`src/rtl/swt_led_ctrl_if.sv`:
```
// ----------------------------------------------------------------------------
// swt_led_ctrl_if
//   Bundles the board-facing and status signals of swt_led_ctrl.
//   swt        : raw switch inputs (asynchronous to the controller clock)
//   mode       : LED function select (0 pass, 1 invert, 2 toggle, 3 blink)
//   led        : registered LED drive
//   swt_db     : debounced switch levels
//   edge_pulse : one-cycle pulse per debounced rising transition
//   master modport drives swt/mode; slave modport is the controller side.
// ----------------------------------------------------------------------------
interface swt_led_ctrl_if #(
    parameter int N = 4
) ();
    logic [N-1:0] swt;
    logic [1:0]   mode;
    logic [N-1:0] led;
    logic [N-1:0] swt_db;
    logic [N-1:0] edge_pulse;

    modport master (
        output swt,
        output mode,
        input  led,
        input  swt_db,
        input  edge_pulse
    );

    modport slave (
        input  swt,
        input  mode,
        output led,
        output swt_db,
        output edge_pulse
    );
endinterface

```
`src/rtl/swt_led_ctrl.sv`:
```
// ----------------------------------------------------------------------------
// swt_led_ctrl
//   Switch-to-LED controller for N channels. Each raw switch is passed through
//   a two-flop synchroniser and a persistence-counter debouncer; each LED is a
//   registered function of its debounced switch selected by a global mode
//   (pass, invert, toggle-latch, blink).
// Ports
//   clk  : system clock, all state on rising edge
//   rst  : asynchronous active-high reset, clears every flop
//   bus  : swt_led_ctrl_if.slave (swt, mode in; led, swt_db, edge_pulse out)
// ----------------------------------------------------------------------------
module swt_led_ctrl #(
    parameter int N         = 4,
    parameter int DB_CYCLES = 16,
    parameter int BLINK_DIV = 8
) (
    input  logic           clk,
    input  logic           rst,
    swt_led_ctrl_if.slave  bus
);
    localparam int CW = $clog2(DB_CYCLES);
    localparam int PW = $clog2(BLINK_DIV);
    localparam logic [CW-1:0] DB_MAX = CW'(DB_CYCLES - 1);
    localparam logic [PW-1:0] BL_MAX = PW'(BLINK_DIV - 1);

    logic [N-1:0]         s1_q, s2_q;
    logic [N-1:0][CW-1:0] cnt_q, cnt_d;
    logic [N-1:0]         db_q, db_d;
    logic [N-1:0]         ep_q, ep_d;
    logic [N-1:0]         tgl_q, tgl_d;
    logic [N-1:0]         led_q, led_d;
    logic [PW-1:0]        presc_q, presc_d;
    logic                 blink_q, blink_d;

    // Debounce next state: a differing synchronised level must persist
    // DB_CYCLES edges before it is accepted; any reversion restarts the count.
    always_comb begin
        cnt_d = '0;
        db_d  = db_q;
        for (int i = 0; i < N; i++) begin
            if (s2_q[i] == db_q[i]) begin
                cnt_d[i] = '0;
            end else if (cnt_q[i] != DB_MAX) begin
                cnt_d[i] = cnt_q[i] + CW'(1);
            end else begin
                cnt_d[i] = '0;
                db_d[i]  = s2_q[i];
            end
        end
        // Pulse is registered alongside swt_db so both appear in the same cycle.
        ep_d  = db_d & ~db_q;
        tgl_d = tgl_q ^ ep_d;
    end

    // Blink prescaler: phase inverts on each wrap, period 2*BLINK_DIV cycles.
    always_comb begin
        presc_d = presc_q;
        blink_d = blink_q;
        if (presc_q == BL_MAX) begin
            presc_d = '0;
            blink_d = ~blink_q;
        end else begin
            presc_d = presc_q + PW'(1);
            blink_d = blink_q;
        end
    end

    // LED function select from the currently registered sources.
    always_comb begin
        led_d = '0;
        case (bus.mode)
            2'd0:    led_d = db_q;
            2'd1:    led_d = ~db_q;
            2'd2:    led_d = tgl_q;
            2'd3:    led_d = db_q & {N{blink_q}};
            default: led_d = '0;
        endcase
    end

    // All state registers, cleared asynchronously by rst.
    always_ff @(posedge clk or posedge rst) begin
        if (rst) begin
            s1_q    <= '0;
            s2_q    <= '0;
            cnt_q   <= '0;
            db_q    <= '0;
            ep_q    <= '0;
            tgl_q   <= '0;
            led_q   <= '0;
            presc_q <= '0;
            blink_q <= 1'b0;
        end else begin
            s1_q    <= bus.swt;
            s2_q    <= s1_q;
            cnt_q   <= cnt_d;
            db_q    <= db_d;
            ep_q    <= ep_d;
            tgl_q   <= tgl_d;
            led_q   <= led_d;
            presc_q <= presc_d;
            blink_q <= blink_d;
        end
    end

    assign bus.led        = led_q;
    assign bus.swt_db     = db_q;
    assign bus.edge_pulse = ep_q;
endmodule

```
`src/flat_wrapper.sv`:
```
// flat-port wrapper written by rule: the top's interface ports become plain ports
module swt_led_ctrl_flat 
#(
    parameter int N         = 4,
    parameter int DB_CYCLES = 16,
    parameter int BLINK_DIV = 8
)
  (clk, rst, bus_swt, bus_mode, bus_led, bus_swt_db, bus_edge_pulse);
  swt_led_ctrl_if #(.N(N)) bus_i ();
  input  logic clk;
  input  logic rst;
  input wire logic [$bits(bus_i.swt)-1:0] bus_swt;
  input wire logic [$bits(bus_i.mode)-1:0] bus_mode;
  output wire logic [$bits(bus_i.led)-1:0] bus_led;
  output wire logic [$bits(bus_i.swt_db)-1:0] bus_swt_db;
  output wire logic [$bits(bus_i.edge_pulse)-1:0] bus_edge_pulse;
  assign bus_i.swt = bus_swt;
  assign bus_i.mode = bus_mode;
  assign bus_led = bus_i.led;
  assign bus_swt_db = bus_i.swt_db;
  assign bus_edge_pulse = bus_i.edge_pulse;
  swt_led_ctrl #(.N(N), .DB_CYCLES(DB_CYCLES), .BLINK_DIV(BLINK_DIV)) u_core (.clk(clk), .rst(rst), .bus(bus_i));
endmodule
```
`config.mk`:
```
export PLATFORM = sky130hd
export DESIGN_NAME = swt_led_ctrl_flat
export DESIGN_NICKNAME = d
export VERILOG_FILES = /design/src/rtl/swt_led_ctrl_if.sv /design/src/rtl/swt_led_ctrl.sv /design/src/flat_wrapper.sv
export SDC_FILE = /design/constraint.sdc
export NUM_CORES = 1
export LEC_CHECK = 0
export ABC_AREA = 1
export CORE_MARGIN = 2
export CORE_UTILIZATION = 58
export CTS_CLUSTER_SIZE = 12
export DETAILED_ROUTE_END_ITERATION = 10
export PLACE_DENSITY_LB_ADDON = 0.2
export SLEW_MARGIN = 20
export SYNTH_ARGS = -nofsm -noshare
export SYNTH_HDL_FRONTEND = slang
export SYNTH_SLANG_ARGS = --single-unit
```
`constraint.sdc`:
```
create_clock -name clk -period 4.25 [get_ports clk]
set_clock_uncertainty 0.2 [all_clocks]
set_input_delay 0.425 -clock clk [delete_from_list [all_inputs] [get_ports clk]]
set_output_delay 0.425 -clock clk [all_outputs]
set_load 0.01 [all_outputs]
```
==> flow_summary.toml <==
[worst_setup_path]
slowest_delay_ns = 0.57
worst-path-stages = 1
end_kind = "output port"
r2r-end = "u_core.tgl_q[1]$_DFF_PP0_"
critPathCapture = "bus_swt_db[0]"
worstRegToRegCells = 4
critPathBufInv = 1
worstPathArrival_ns = 1.34
cp_slowest_cell = "clkdlybuf4s50_1"
cp_top_family = "buffers and inverters"
crit_start = "u_core.bus.swt_db[0]$_DFF_PP0_"
path_cells = "clkdlybuf4s50_1"
worstSetupPathType = "flip-flop to output port"
ff2ff_setup_slack_ns = 2.91
reg2reg_from = "u_core.cnt_q[4]$_DFF_PP0_"
startpoint_type = "flip-flop"
path_max_fanout = 5
required_ns = 3.62

[floorplan]
initial_core_util = 0.5975
die_h_um = 59.39
die_w_um = 59.39
std_cell_rows = 20
die_area_um2 = 3527
ioPinCount = 20
coreArea_um2 = 2978

[grt]
grt_pass1_vias = 1178
grt_antenna_before_repair = 0
grt_pass1_wl_um = 4864
grt_use_total = 0.1905
grt_start_max_net_pins = 45
gr-total-overflow = 0

[place]
io_buffers = 19
place_area_um2 = 2018
dp.cells = 235
dp_hpwl_um = 2064
pre_cts_slack_ns = 2.554
place.gp.congestion = 0.7713

[synthesis]
postSynth.asyncResetShare = 1.000
yosysSeqAreaShare = 0.6188
ys_ff_latch = 44
synth_edf_count = 0
netlist_area_um2 = 1779
muxShareOfSynthArea = 0
yosysMostFrequentCell = "nand2_1"
yosysUniqueCellTypes = 15
synthSimpleGateAreaFrac = 0.2131
synthAdderAreaFrac = 0.04219
yosysWarningCount = 0
synth_nets = 196
synth_compound_area_frac = 0.05063
synth_xor_area_frac = 0.02461
yosys-top-cells-area = "dfrtp_1 62%, nand2_1 12%, inv_1 4.9%"
syn_avg_cell_area_um2 = 9.776
yosys-top-cells-count = "55 x nand2_1, 44 x dfrtp_1, 23 x inv_1"
ys.flop_type = "dfrtp_1"
postSynthCellCount = 182
yosysTopAreaCellShare = 0.6188
synth_top_family_by_area = "simple AND/OR/NAND/NOR gates"
synth_top_cell_by_area = "dfrtp_1"

[route]
finalWirelength_um = 2719
drt_iter0_drc = 48
dr.pass1.iters = 4
wl_per_cell_um = 11.33
drc = 0
postRouteAntennaNets = 0
via_count = 1220
avgViaCountPerCell = 5.083

[finish]
regArea_um2 = 1101
finalNonFillerCells = 240
area_growth_pct = 15.54
fill_cells = 242
fin_area_um2 = 2056
layout.nets = 223
final_layout_size_suffix_gt1_frac = 0.08696
multiInputGateArea_um2 = 588.1
antenna_cells = 0

[sta]
period_share = 0.4614
rsz0062_at_grt = "no"
slew_violations = 0
tns_ns = 0
fmax_mhz = 510.0
fin_crit_ns = 1.961
slew-limit-headroom = 0.6526
worst_hold_slack_ns = 0.1612
finalSetupViolCount = 0
hold_viol = 0
final.setup.worst_slack_ns = 2.289
worst_pin_slew_ns = 0.5211

[cts]
cts.repair.resized = 0
clock_latency_ns = 0.33
clockBufferDepth = 2
cts_made_buffers = 5
root_buffer = "clkbuf_4"
cts_tree = "built"
cts.sinks = 44
cts_setup_buffers = 0
clk_pin_slew_ns = 0.10
holdBufCountCts = 0
h-tree-depth = 2

[flow_run]
max_cap_violations = 0

[power_and_ir_drop]
ir_drop_v = 0.0002155
p_leak_nw = 1.047
powerDensity_nw_per_um2 = 319.9

[hold_path]
min_path_type = "flip-flop to flip-flop"

[outcome]
status = "completed"
how the worst min path moves through the flow:
stage / from / endpoint / slack [ns] / depth (start not counted)
floorplan: u_core.s1_q[0]$_DFF_PP0_ / u_core.s2_q[0]$_DFF_PP0_ / 0.13 / 0
global placement: u_core.s1_q[3]$_DFF_PP0_ / u_core.s2_q[3]$_DFF_PP0_ / 0.13 / 0
detailed placement: u_core.s1_q[0]$_DFF_PP0_ / u_core.s2_q[0]$_DFF_PP0_ / 0.15 / 0
CTS: u_core.s1_q[3]$_DFF_PP0_ / u_core.s2_q[3]$_DFF_PP0_ / 0.17 / 0
global route: u_core.s1_q[3]$_DFF_PP0_ / u_core.s2_q[3]$_DFF_PP0_ / 0.17 / 0
finish: u_core.s1_q[3]$_DFF_PP0_ / u_core.s2_q[3]$_DFF_PP0_ / 0.16 / 0
through the flow:
step | util | power (mW)
finish | 0.6903 | 0.6577
floorplan | - | 0.4809
CTS | 0.6903 | 0.6673
detailed placement | 0.6777 | 0.5026
global route | 0.6903 | 0.6934
global placement | 0.6777 | 0.4987
cell usage in the layout (no fill, tap or decap):
master and instances:
xnor2_1 4, o21ai_0 8, inv_2 1, buf_4 1, nand2_2 1, ha_1 6
clkdlybuf4s50_1 19, nor2_1 13, a21oi_1 4, nand2_1 55, a21boi_0 4, nand3_1 8
xor2_1 1, inv_1 23, nor2_2 6, nand3_2 4, dfrtp_1 44, clkbuf_4 5
area by class of cell:
| cell class | instances | area share |
|---|---|---|
| Inverter | 24 | 0.04382 |
| Tap cell | 33 | 0.02009 |
| Clock buffer | 5 | 0.01826 |
| Multi-Input combinational cell | 114 | 0.2861 |
| Sequential cell | 44 | 0.5356 |
| Timing Repair Buffer | 20 | 0.09617 |
sequential cells by signal, summed over array words and instances (netlist names):
signal	flops
u_core.blink_q	1
u_core.bus.edge_pulse	4
u_core.bus.led	4
u_core.bus.swt_db	4
u_core.cnt_q	16
u_core.presc_q	3
u_core.s1_q	4
u_core.s2_q	4
u_core.tgl_q	4
metal layers:
metal,global-route usage,part of all wire
met1,0.2234,0.42
met2,0.3187,0.53
met3,0.04585,0.029
met4,0.1071,0.025
met5,0,0
cells by family after synthesis:
kind of cell,after synthesis
simple gates,87
flops,44
fa+ha+maj,6
xor+xnor,5
buf+inv,24
compound gates,16
power breakdown:
part           leakage (nW)  total (mW)  switching (mW)  internal (mW)
logic                 0.447      0.0497          0.0274         0.0223
clock network        0.0230       0.165           0.109         0.0554
registers             0.578       0.443         0.00981          0.433
Note: power is estimated with default switching activity, not from simulation.
